**config.mk**
```make
export PLATFORM = sky130hd
export DESIGN_NAME = hist_readout_seq
export DESIGN_NICKNAME = d
export VERILOG_FILES = /design/src/rtl/hist_readout_seq.sv
export SDC_FILE = /design/constraint.sdc
export NUM_CORES = 1
export LEC_CHECK = 0
export ABC_CLOCK_PERIOD_IN_PS = 2400
export CORE_MARGIN = 5
export CORE_UTILIZATION = 30
export DETAILED_ROUTE_END_ITERATION = 10
export SLEW_MARGIN = 10
export SYNTH_ARGS = -nofsm -noshare
export SYNTH_HDL_FRONTEND = slang
export SYNTH_SLANG_ARGS = --single-unit
export TNS_END_PERCENT = 100
```
**constraint.sdc**
```tcl
create_clock -name clk_adc -period 2.4 [get_ports clk_adc]
set_input_delay 0.48 -clock clk_adc [delete_from_list [all_inputs] [get_ports clk_adc]]
set_output_delay 0.48 -clock clk_adc [all_outputs]
set_load 0.02 [all_outputs]
```
**src/rtl/hist_readout_seq.sv**
```systemverilog
// hist_readout_seq: walks the histogram bank bin by bin. For each bin it snapshots
// all NHIST words and streams the bin index plus the words as bytes over a
// valid/ready link. It can optionally pulse the histogram clear when the walk ends.
// Every output is registered and is loaded from the next-state decode, so the
// outputs always agree with the FSM state register.
module hist_readout_seq #(
  parameter int NHIST      = 8,
  parameter int NBINS      = 16,
  parameter int SEL_LAT    = 3,
  parameter int CLR_CYCLES = 2
) (
  input  logic                  clk_adc,
  input  logic                  reset,
  input  logic                  start,
  input  logic                  clear_after,
  output logic [7:0]            histostosend,
  input  logic [32*NHIST-1:0]   histos_in,
  output logic [7:0]            tx_data,
  output logic                  tx_valid,
  input  logic                  tx_ready,
  output logic                  resethist,
  output logic                  busy,
  output logic                  done
);

  localparam int NBYTES = 4 * NHIST;
  localparam int BCW    = (NBYTES > 1) ? $clog2(NBYTES) : 1;

  localparam logic [7:0]     LAST_BIN  = 8'(NBINS - 1);
  localparam logic [BCW-1:0] LAST_BYTE = BCW'(NBYTES - 1);
  localparam logic [7:0]     SEL_LOAD  = 8'(SEL_LAT);
  localparam logic [7:0]     CLR_LOAD  = 8'(CLR_CYCLES - 1);

  typedef enum logic [2:0] {
    S_IDLE      = 3'd0,
    S_SELECT    = 3'd1,
    S_LATCH     = 3'd2,
    S_SEND_IDX  = 3'd3,
    S_SEND_DATA = 3'd4,
    S_NEXT      = 3'd5,
    S_CLEAR     = 3'd6,
    S_FIN       = 3'd7
  } state_t;

  state_t               state, state_n;
  logic [7:0]           bin, bin_n;
  logic [7:0]           wait_cnt, wait_n;
  logic [BCW-1:0]       byte_cnt, byte_n;
  logic [32*NHIST-1:0]  snap, snap_n;
  logic                 clr_flag, clr_flag_n;
  logic [7:0]           sel_n;
  logic [7:0]           tx_data_n;
  logic                 tx_valid_n, resethist_n, busy_n, done_n;
  logic                 xfer;

  assign xfer = tx_valid & tx_ready;

  // Next-state, counter, snapshot and output decode for the readout sequence.
  always_comb begin
    state_n    = state;
    bin_n      = bin;
    wait_n     = wait_cnt;
    byte_n     = byte_cnt;
    snap_n     = snap;
    clr_flag_n = clr_flag;
    sel_n      = histostosend;
    case (state)
      S_IDLE: begin
        if (start) begin
          bin_n      = 8'd0;
          sel_n      = 8'd0;
          clr_flag_n = clear_after;
          wait_n     = SEL_LOAD;
          state_n    = S_SELECT;
        end else begin
          state_n = S_IDLE;
        end
      end
      S_SELECT: begin
        // The registered histogram mux needs SEL_LAT cycles to follow the select change.
        if (wait_cnt == 8'd0) begin
          state_n = S_LATCH;
        end else begin
          wait_n = wait_cnt - 8'd1;
        end
      end
      S_LATCH: begin
        snap_n  = histos_in;
        state_n = S_SEND_IDX;
      end
      S_SEND_IDX: begin
        if (xfer) begin
          byte_n  = '0;
          state_n = S_SEND_DATA;
        end else begin
          state_n = S_SEND_IDX;
        end
      end
      S_SEND_DATA: begin
        // Shift the snapshot right so the next byte, LSB first and word 0 first, is always at [7:0].
        if (xfer) begin
          snap_n = snap >> 8;
          if (byte_cnt == LAST_BYTE) begin
            state_n = S_NEXT;
          end else begin
            byte_n = byte_cnt + BCW'(1);
          end
        end else begin
          state_n = S_SEND_DATA;
        end
      end
      S_NEXT: begin
        if (bin == LAST_BIN) begin
          wait_n  = CLR_LOAD;
          state_n = clr_flag ? S_CLEAR : S_FIN;
        end else begin
          bin_n   = bin + 8'd1;
          sel_n   = bin + 8'd1;
          wait_n  = SEL_LOAD;
          state_n = S_SELECT;
        end
      end
      S_CLEAR: begin
        if (wait_cnt == 8'd0) begin
          state_n = S_FIN;
        end else begin
          wait_n = wait_cnt - 8'd1;
        end
      end
      S_FIN: begin
        sel_n   = 8'd0;
        state_n = S_IDLE;
      end
      default: begin
        state_n = S_IDLE;
      end
    endcase

    tx_valid_n  = (state_n == S_SEND_IDX) || (state_n == S_SEND_DATA);
    resethist_n = (state_n == S_CLEAR);
    done_n      = (state_n == S_FIN);
    busy_n      = (state_n != S_IDLE);
    case (state_n)
      S_SEND_IDX:  tx_data_n = bin_n;
      S_SEND_DATA: tx_data_n = snap_n[7:0];
      default:     tx_data_n = 8'd0;
    endcase
  end

  // State, counters, snapshot and registered outputs; reset aborts any readout at once.
  always_ff @(posedge clk_adc) begin
    if (reset) begin
      state        <= S_IDLE;
      bin          <= 8'd0;
      wait_cnt     <= 8'd0;
      byte_cnt     <= '0;
      snap         <= '0;
      clr_flag     <= 1'b0;
      histostosend <= 8'd0;
      tx_data      <= 8'd0;
      tx_valid     <= 1'b0;
      resethist    <= 1'b0;
      busy         <= 1'b0;
      done         <= 1'b0;
    end else begin
      state        <= state_n;
      bin          <= bin_n;
      wait_cnt     <= wait_n;
      byte_cnt     <= byte_n;
      snap         <= snap_n;
      clr_flag     <= clr_flag_n;
      histostosend <= sel_n;
      tx_data      <= tx_data_n;
      tx_valid     <= tx_valid_n;
      resethist    <= resethist_n;
      busy         <= busy_n;
      done         <= done_n;
    end
  end

endmodule

```
==> flow_summary.toml <==
[setup_path]
path_cells = "or3b_4, nor2_4, buf_12, buf_4, a22oi_1, a21oi_1"
slowest_delay_ps = 560
cp_top_family = "simple AND/OR/NAND/NOR gates"
crit_fanout = 47
r2r-end = "snap[135]"
crit_type = "reg2reg"
arrival_ps = 2660
r2r_cells = 6
critPathBufInv = 2
worst_path_max_delay_cell = "dfxtp_1"
end_kind = "flip-flop"
critPathLaunchType = "flip-flop"
critPathRequiredTime_ps = 2850
rr_startpoint = "state[2]"
worst-r2r-setup-slack_ps = 190

[floorplan]
io-pin-count = 281
num_rows = 73
die_area_sq_um = 44600
start_util_pct = 30.4
die_x_um = 211
coreArea_sq_um = 39900
die_h_um = 211

[min_path]
worstHoldEndpoint = "byte_cnt[3]"
hp-start = "reset"
hold_depth = 2
hp-class = "in2reg"

[placed_design]
dp.final_hpwl_mm = 26.9
place_inst = 2146
gp_congestion = 0.814
placed_cell_area_sq_um = 15800
port_buffers = 280

[drt]
detail-route-antenna-nets = 0
first_pass_iters = 5
drt-initial-drc-count = 774
viasPerCell = 5.14
wl_mm = 39.0
wl_per_cell_um = 17.6
vias = 11400
drc_errors = 0

[clock_tree]
hold_buffers = 0
cts-resized-gates = 0
clock_tree.root_cell = "clkbuf_16"
cts_buffer_depth = 3
htreeDepth = 2
cts_sinks = 301
tritoncts = "yes"
numCtsBuffers = 35
post_cts.repair.setup_buffers = 0
path_clk_slew_ps = 60
clock_latency_ps = 540

[final_layout]
fill_cells = 3941
final_cell_area_sq_um = 17000
final_cells = 2210
area_growth_pct = 39.7
layout_common_cells = "dfxtp_1 (301), clkdlybuf4s50_1 (279), a21oi_1 (278)"
drive_above_1_share_pct = 8.49
fin_nets = 1923
layout_commonest_cell = "dfxtp_1"

[global_routing]
grt_overflow = 0
antenna_found_initial = 1
grt_pass1_vias = 11000
grt_use_total_pct = 16.6
grt_pass1_wl_mm = 60.8
grt_max_degree = 151

[sta]
clock.fmax_mhz = 453
rsz0062_at_grt = "false"
whs_ps = 246
fin_crit_ps = 2210
max_slew_margin_pct = 43.1
slew_violations = 0
hold_viol = 0
tns_ps = 0
fin_crit_sh_pct = 91.9
finalSetupViolations = 0
worst_pin_slew_ps = 854
skew_ps = 17.6

[run]
cap_violations = 0

[pwr]
p_comb_share_pct = 20.3
p_int_w = 0.0102
vdd_ir_drop_max_uv = 459
p_total_w = 0.0141
powerDensity_nw_per_um2 = 833
swShare_pct = 27.9
p_leak_nw = 5.52
sequentialPowerShare_pct = 41.5
switching_power_w = 0.00394
clkPwrFrac_pct = 38.2

[synthesis]
synth_edf_count = 0
synth_seq_area_share_pct = 49.6
yosysWarnings = 0
synth_fp_nets = 1672
synth_area_sq_um = 12100
synth_cell_type_count = 54
synth_ff_type = "dfxtp_1"
async_flop_share_pct = 0
ys_seq_elements = 301
netlist_instances = 1407
syn_area_per_cell_sq_um = 8.63

[run_status]
status = "finished clean"
-- synthesized netlist by cell type, types with 3 or more instances --
library cell,count,area share [%]
dfxtp_1,301,50
a21oi_1,278,11
nand2_1,272,8.4
a22oi_1,243,15
clkbuf_1,70,2.2
buf_2,49,2.0
nor2_1,26,0.80
nand3_1,16,0.66
nor3_1,12,0.49
o211ai_1,12,0.74
mux2i_1,11,0.91
xnor2_1,10,0.72
a32oi_1,9,0.65
inv_1,8,0.25
o21ai_0,8,0.33
nor3b_1,6,0.37
a31oi_1,5,0.26
or2_2,5,0.26
or3_1,5,0.26
a311oi_1,4,0.29
buf_6,4,0.37
ha_1,4,0.41
buf_4,3,0.19
nor4_1,3,0.15
or3b_2,3,0.22
-- per-layer routing --
layer | vias to the layer above | wire (um) | track usage (%)
met2 | 307 | 18400 | 26.6
li1 | 5626 | - | -
met5 | - | 0 | 0
met1 | 5385 | 17300 | 22.6
met3 | 47 | 2570 | 4.43
met4 | 0 | 677 | 3.78
-- through the flow --
step	setup WS, ps	util [%]
3_3_place_gp	-49.8	39.5
2_1_floorplan	526	-
5_1_grt	68.9	42.5
6_report	194	42.5
4_1_cts	195	42.5
3_5_place_dp	-55.6	39.5
-- final cells by class --
class,count,area [sq um],area share [%]
Sequential cell,301,6030,35.5
Multi-Input combinational cell,972,5530,32.6
Timing Repair Buffer,340,3530,20.8
Clock buffer,50,1050,6.21
Tap cell,525,657,3.87
Clock inverter,13,130,0.767
Inverter,8,30.0,0.177
Antenna cell,1,2.50,0.0148
-- cells by family after synthesis --
| group | Yosys count | share of synthesized area (%) |
|---|---|---|
| AND/OR/NAND/NOR | 371 | 13.2 |
| AO/OA/AOI/OAI | 575 | 30.1 |
| multiplexers | 11 | 0.907 |
| flip-flops | 301 | 49.6 |
| buffers and inverters | 134 | 4.99 |
| XOR/XNOR | 11 | 0.793 |
| adder cells (fa/ha/maj) | 4 | 0.412 |
-- registers in the layout, indices dropped and copies added, names as in the netlist --
register	count
bin	8
busy	1
byte_cnt	5
clr_flag	1
done	1
histostosend	8
resethist	1
snap	256
state	3
tx_data	8
tx_valid	1
wait_cnt	8
-- power groups by stage --
stage               Clock (W)  Combinational [W]  Sequential [W]
finish                0.00540            0.00287         0.00586
floorplan                   0            0.00177         0.00585
global placement            0            0.00283         0.00595
CTS                   0.00559            0.00288         0.00586
global route          0.00580            0.00316         0.00592
detailed placement          0            0.00287         0.00596
-- worst max-delay path by stage --
stage	from	endpoint	slack (ps)	cells after the start
floorplan	wait_cnt[0]	wait_cnt[0]	530	7
global placement	start	tx_data[6]	-50	7
detailed placement	start	tx_data[6]	-60	7
CTS	state[2]	snap[135]	190	6
global route	state[2]	snap[174]	70	6
finish	state[2]	snap[135]	190	6
Note: power is estimated with default switching activity, not from simulation.
